[config.mk]
export PLATFORM = sky130hd
export DESIGN_NAME = apb_master
export DESIGN_NICKNAME = d
export VERILOG_FILES = /design/src/rtl/apb_pkg.sv /design/src/rtl/apb_wait_counter.sv /design/src/rtl/apb_master.sv
export SDC_FILE = /design/constraint.sdc
export NUM_CORES = 1
export LEC_CHECK = 0
export ABC_AREA = 1
export BUFFER_PORTS_ARGS = -buffer_cell sky130_fd_sc_hd__buf_2
export CAP_MARGIN = 15
export CORE_MARGIN = 2
export CORE_UTILIZATION = 45
export CTS_BUF_LIST = sky130_fd_sc_hd__clkbuf_4
export CTS_CLUSTER_DIAMETER = 200
export CTS_CLUSTER_SIZE = 8
export DETAILED_ROUTE_END_ITERATION = 10
export PLACE_DENSITY = 0.79
export SKIP_LAST_GASP = 1
export SLEW_MARGIN = 20
export SYNTH_ARGS = -nofsm -noshare
export SYNTH_HDL_FRONTEND = slang
export SYNTH_SLANG_ARGS = --single-unit
[constraint.sdc]
create_clock -name PCLK -period 3.65 [get_ports PCLK]
set_input_delay 0.365 -clock PCLK [delete_from_list [all_inputs] [get_ports PCLK]]
set_output_delay 0.365 -clock PCLK [all_outputs]
set_load 0.1 [all_outputs]
[src/rtl/apb_pkg.sv]
// Shared types and constants for the APB initiator and its helpers.
package apb_pkg;

    localparam int ADDR_W = 32;
    localparam int DATA_W = 32;

    // Register map of the peripheral this initiator usually talks to.
    localparam logic [ADDR_W-1:0] REG_TX      = 32'd0;
    localparam logic [ADDR_W-1:0] REG_RX      = 32'd4;
    localparam logic [ADDR_W-1:0] REG_CONFIG  = 32'd8;
    localparam logic [ADDR_W-1:0] REG_TIMEOUT = 32'd12;

    // Transfer sequencer states; RESP holds the response until it is taken.
    typedef enum logic [1:0] {
        ST_IDLE   = 2'd0,
        ST_SETUP  = 2'd1,
        ST_ACCESS = 2'd2,
        ST_RESP   = 2'd3
    } apb_state_e;

endpackage

[src/rtl/apb_wait_counter.sv]
// Counts ACCESS-phase wait cycles and flags when the wait budget is used up.
// A budget of 0 disables the timeout: expired never asserts.
module apb_wait_counter #(
    parameter int unsigned TIMEOUT_CYCLES = 16
) (
    input  logic clk,
    input  logic rst,
    input  logic clear,
    input  logic inc,
    output logic expired
);

    // Keep at least one bit so a disabled timeout still elaborates cleanly.
    localparam int CW = (TIMEOUT_CYCLES > 0) ? $clog2(TIMEOUT_CYCLES + 1) : 1;
    localparam logic [CW-1:0] LIMIT   = CW'(TIMEOUT_CYCLES);
    localparam logic [CW-1:0] CNT_MAX = '1;

    logic [CW-1:0] count_q;
    logic [CW-1:0] count_d;

    // Next count: clear wins over inc, and the count saturates instead of wrapping.
    always_comb begin
        count_d = count_q;
        if (clear) begin
            count_d = '0;
        end else if (inc && (count_q != CNT_MAX)) begin
            count_d = count_q + CW'(1);
        end
    end

    // Count register.
    always_ff @(posedge clk or posedge rst) begin
        if (rst) begin
            count_q <= '0;
        end else begin
            count_q <= count_d;
        end
    end

    assign expired = (TIMEOUT_CYCLES != 0) && (count_q == LIMIT);

endmodule

[src/rtl/apb_master.sv]
// Single-outstanding APB initiator: takes one command, runs SETUP/ACCESS on
// the bus, and holds the response until the requester accepts it.
//
// Handshake rule for both CMD and RSP channels: a beat transfers on the
// rising PCLK edge where VALID and READY are both 1; the source keeps VALID
// and its payload stable until that edge, and READY may depend on state only.
module apb_master
    import apb_pkg::*;
#(
    parameter int unsigned TIMEOUT_CYCLES = 16
) (
    input  logic              PCLK,
    input  logic              PRESET,
    // Command channel
    input  logic              CMD_VALID,
    output logic              CMD_READY,
    input  logic              CMD_WRITE,
    input  logic [ADDR_W-1:0] CMD_ADDR,
    input  logic [DATA_W-1:0] CMD_WDATA,
    // Response channel
    output logic              RSP_VALID,
    input  logic              RSP_READY,
    output logic [DATA_W-1:0] RSP_RDATA,
    output logic              RSP_ERROR,
    output logic              RSP_TIMEOUT,
    // APB initiator port
    output logic              PSELx,
    output logic              PENABLE,
    output logic              PWRITE,
    output logic [ADDR_W-1:0] PADDR,
    output logic [DATA_W-1:0] PWDATA,
    input  logic [DATA_W-1:0] PRDATA,
    input  logic              PREADY,
    input  logic              PSLVERR,
    // Current sequencer state, for observation only
    output logic [1:0]        DBG_STATE
);

    apb_state_e        state_q;
    logic              cmd_ready_q;
    logic              psel_q;
    logic              penable_q;
    logic              pwrite_q;
    logic [ADDR_W-1:0] paddr_q;
    logic [DATA_W-1:0] pwdata_q;
    logic              rsp_valid_q;
    logic [DATA_W-1:0] rsp_rdata_q;
    logic              rsp_error_q;
    logic              rsp_timeout_q;

    logic wait_clear;
    logic wait_inc;
    logic wait_expired;

    // The counter is zeroed during SETUP so it reads 0 in the first ACCESS cycle.
    assign wait_clear = (state_q == ST_SETUP);
    assign wait_inc   = (state_q == ST_ACCESS) && !PREADY;

    apb_wait_counter #(
        .TIMEOUT_CYCLES(TIMEOUT_CYCLES)
    ) u_wait_counter (
        .clk     (PCLK),
        .rst     (PRESET),
        .clear   (wait_clear),
        .inc     (wait_inc),
        .expired (wait_expired)
    );

    // Transfer sequencer with all bus and response outputs registered.
    always_ff @(posedge PCLK or posedge PRESET) begin
        if (PRESET) begin
            state_q       <= ST_IDLE;
            cmd_ready_q   <= 1'b1;
            psel_q        <= 1'b0;
            penable_q     <= 1'b0;
            pwrite_q      <= 1'b0;
            paddr_q       <= '0;
            pwdata_q      <= '0;
            rsp_valid_q   <= 1'b0;
            rsp_rdata_q   <= '0;
            rsp_error_q   <= 1'b0;
            rsp_timeout_q <= 1'b0;
        end else begin
            case (state_q)
                ST_IDLE: begin
                    if (CMD_VALID) begin
                        pwrite_q    <= CMD_WRITE;
                        paddr_q     <= CMD_ADDR;
                        pwdata_q    <= CMD_WDATA;
                        psel_q      <= 1'b1;
                        cmd_ready_q <= 1'b0;
                        state_q     <= ST_SETUP;
                    end
                end
                ST_SETUP: begin
                    penable_q <= 1'b1;
                    state_q   <= ST_ACCESS;
                end
                ST_ACCESS: begin
                    // A ready slave beats a timeout landing on the same edge.
                    if (PREADY) begin
                        rsp_rdata_q   <= pwrite_q ? '0 : PRDATA;
                        rsp_error_q   <= PSLVERR;
                        rsp_timeout_q <= 1'b0;
                        rsp_valid_q   <= 1'b1;
                        psel_q        <= 1'b0;
                        penable_q     <= 1'b0;
                        state_q       <= ST_RESP;
                    end else if (wait_expired) begin
                        rsp_rdata_q   <= '0;
                        rsp_error_q   <= 1'b1;
                        rsp_timeout_q <= 1'b1;
                        rsp_valid_q   <= 1'b1;
                        psel_q        <= 1'b0;
                        penable_q     <= 1'b0;
                        state_q       <= ST_RESP;
                    end
                end
                ST_RESP: begin
                    if (RSP_READY) begin
                        rsp_valid_q <= 1'b0;
                        cmd_ready_q <= 1'b1;
                        state_q     <= ST_IDLE;
                    end
                end
                default: begin
                    psel_q      <= 1'b0;
                    penable_q   <= 1'b0;
                    rsp_valid_q <= 1'b0;
                    cmd_ready_q <= 1'b1;
                    state_q     <= ST_IDLE;
                end
            endcase
        end
    end

    assign CMD_READY   = cmd_ready_q;
    assign RSP_VALID   = rsp_valid_q;
    assign RSP_RDATA   = rsp_rdata_q;
    assign RSP_ERROR   = rsp_error_q;
    assign RSP_TIMEOUT = rsp_timeout_q;
    assign PSELx       = psel_q;
    assign PENABLE     = penable_q;
    assign PWRITE      = pwrite_q;
    assign PADDR       = paddr_q;
    assign PWDATA      = pwdata_q;
    assign DBG_STATE   = state_q;

endmodule
==> summary.md <==
| Metric | Value |
|---|---|
| Status | `completed` |
| Syn Inst Count | `367` |
| CP Capture Type | `flop` |
| Layout area overhead | `27.5%` |
| Synth Register Bits | `110` |
| Clk_lat worst skew | `0.46 ns` |
| DP HPWL | `approximately 7200 microns` |
| Crit start category | `flop` |
| Placed Cells | `slightly below 700` |
| # setup viols final | `0` |
| Setup CP Type | `flop to flop` |
| Vias per cell | `about 4.8` |
| Final cycle utilization of the critical path | `55.9%` |
| Crit path largest cell delay | `around 0.64 ns` |
| Remaining DRCs | `0` |
| Syn_nets | `roughly 480` |
| Vias in the first global route | `between 3000 and 4000` |
| Hold WS | `0.0268 ns` |
| Synth Cell Area | `4490 sq um` |
| Slowest-stage cell, CP | `nand2_4` |
| Critical path, cell by cell | `inv_1 -> ha_1 -> nand2_4 -> mux2_2` |
| Reg2reg path depth | `4` |
| Register area share after synthesis | `between 60% and 70%` |
| CTS tree | `yes` |
| Fillers | `~840` |
| Postcts setup bufs | `0` |
| Gr ovfl total | `0` |
| CTS resizes | `0` |
| Layout cells sized above 1 | `between 50 and 60%` |
| Die Ht | `104 microns` |
| Largest cells by area after synthesis | `dfrtp_1 61%, mux2_2 12%, nand2_1 7.4%, o21ai_1 3.5%, mux2_4 3.3%` |
| Final Hold Fails | `0` |
| Final ANT Viol Nets | `0` |
| Wire length of the first global-routing pass | `roughly 17000 microns` |
| Core area | `around 9700 sq um` |
| Reg clk slew, reported paths | `between 0.15 and 0.2 ns` |
| Max Transition Viols Final | `0` |
| Worst slew pin tran | `a little over 0.9 ns` |
| Yosys top cell area share | `60.8%` |
| Initial core utilization | `46.1%` |
| Ys Warns | `0` |
| Crit-path max FO | `68` |
| Reg2Reg Setup Slack | `1.61 ns` |
| Setup TNS | `0 ns` |
| Clk sinks | `110` |
| Number of distinct library cells after synthesis | `26` |
| Max cap viols | `0` |
| Synth area leader | `dfrtp_1` |
| Buffers on Ports | `207` |
| CP Data Required Time | `~4.0 ns` |
| Non-Filler Instances | `between 700 and 800` |
| Placer congestion estimate | `0.818` |
| Main synth FF type | `dfrtp_1` |
| Vias | `3393` |
| Router iterations before antenna repair | `4` |
| Total GRT Usage | `a little under a fifth` |
| FMAX | `490 MHz` |
| Final nets | `approximately 680` |
| Bufs on Longest Clock Path | `2` |
| Clock skew | `0.0205 ns` |
| Clock Tree Root | `clkbuf_4` |
| Final WL | `a little under 10000 microns` |
| Pin count of the biggest net entering global routing | `90` |
| DR iter-0 viols | `263` |
| Critical path startpoint | `DBG_STATE[0]$_DFFE_PP0P_` |
| DIE AREA | `~11000 sq um` |
| Slew margin rel. | `between 30% and 40%` |
| Die width | `between 100 and 150 microns` |
| Cts hold-fix bufs | `0` |
| EDFF count, synth | `0` |
| RSZ-0062 raised after global routing | `false` |
| CTS Buf Count | `9` |
| # IOs | `roughly 210` |
| Tmin final | `2.04 ns` |
| Post-Synthesis Mean Instance Area | `approximately 12 sq um` |
| WL/cell | `~14 microns` |
| Std cell rows | `36` |
| RR Endpoint | `PWDATA[12]$_DFFE_PP0P_` |
| H-tree levels | `3` |
| Initial antenna violation count | `1` |
| FF-to-FF Start | `DBG_STATE[0]$_DFFE_PP0P_` |
| Critical Path AT | `2.39 ns` |
| Synth async-reset ratio | `100%` |
| Critical Path End | `PWDATA[12]$_DFFE_PP0P_` |
| Hold crit path type | `primary input to async pin` |
## placed cells by master (no fill, tap or decap), types with 2 or more instances in the layout
master    synthesis  routed
a21oi_1           4       4
mux2_2           47      47
ha_1              7       7
o21ai_2           3       3
o21ai_1          31      31
mux2_4           10      10
clkinv_1          0       2
nand2_1          88      87
o21ai_0           7       7
mux2_1            8       8
inv_1            14      13
inv_6             0       2
nand3_1           6       6
buf_2             8     207
dfrtp_1         109     109
nor2_1            6       6
clkbuf_4          0      12
nand2_4           2       3
## worst min-delay path by stage
| stage | from | end | slack (ns) | cells after the start |
|---|---|---|---|---|
| final | PRESET | PADDR[24]$_DFFE_PP0P_ | 0.03 | 2 |
| after global routing | PRESET | PADDR[19]$_DFFE_PP0P_ | 0.08 | 2 |
| after CTS | CMD_WDATA[0] | PWDATA[0]$_DFFE_PP0P_ | 0.09 | 2 |
| after detailed placement | RSP_VALID$_DFFE_PP0P_ | RSP_VALID$_DFFE_PP0P_ | 0.46 | 2 |
| after global placement | RSP_VALID$_DFFE_PP0P_ | RSP_VALID$_DFFE_PP0P_ | 0.46 | 2 |
| after floorplan | PREADY | RSP_TIMEOUT$_DFFE_PP0P_ | 0.46 | 1 |
## metal layers
metal  vias up  wire length, microns  track usage (%)
met1      1596                  4280             25.0
met5         -                     0                0
met2       159                  4590             29.8
met4         0                   227             8.01
met3        17                   775             5.08
li1       1621                     -                -
## stage by stage
| stage | setup WS (ns) | cell area [sq um] | util, % |
|---|---|---|---|
| finish | 1.61 | 5720 | 58.8 |
| global route | 1.42 | 5720 | 58.8 |
| CTS | 1.57 | 5720 | 58.8 |
| detailed placement | 1.61 | 5580 | 57.4 |
| global placement | 1.72 | 5580 | 57.4 |
| floorplan | 0.384 | 4490 | - |
## logic make-up (layout without fill, tap and decap cells)
| logic type | Yosys count | after routing | share of synthesized area [%] |
|---|---|---|---|
| adders and majority gates | 7 | 7 | 1.95 |
| DFF | 110 | 110 | 61.4 |
| buffers and inverters | 32 | 239 | 4.07 |
| muxes | 65 | 65 | 17.1 |
| AOI/OAI and AO/OA | 46 | 46 | 5.41 |
| and+or+nand+nor | 107 | 107 | 10.1 |
| other | 0 | 1 | 0 |
## registers in the layout, indices dropped and copies added, names as in the netlist
name                    flops
PADDR                      32
RSP_ERROR                   1
PENABLE                     1
RSP_TIMEOUT                 1
PSELx                       1
PWRITE                      1
u_wait_counter.count_q      5
CMD_READY                   1
RSP_RDATA                  32
PWDATA                     32
DBG_STATE                   2
RSP_VALID                   1
## final cells by class
cell class                      instances  area (sq um)  share of cell area [%]
Multi-Input combinational cell        225          1560                    27.2
Antenna cell                            1          2.50                  0.0437
Inverter                               15          61.3                    1.07
Clock buffer                           12          90.1                    1.57
Timing Repair Buffer                  208          1040                    18.2
Clock inverter                          4          46.3                   0.809
Sequential cell                       110          2750                    48.1
Tap cell                              133           166                    2.91
## cell usage after synthesis, types with 2 or more instances
cell,n
dfrtp_1,109
nand2_1,88
mux2_2,47
o21ai_1,31
inv_1,14
mux2_4,10
buf_2,8
mux2_1,8
ha_1,7
o21ai_0,7
buf_6,6
nand3_1,6
nor2_1,6
a21oi_1,4
o21ai_2,3
buf_4,2
nand2_4,2
## critical path, delay by kind of cell (launching register included)
kind / cells / cell delay [ns]
adders and majority gates: 1 / 0.26
buffers and inverters: 1 / 0.10
DFF: 1 / 0.45
muxes: 1 / 0.42
and+or+nand+nor: 1 / 0.64
Power is not shown: default switching activity piles up to over one toggle a cycle in this logic, so the estimate is an artifact.
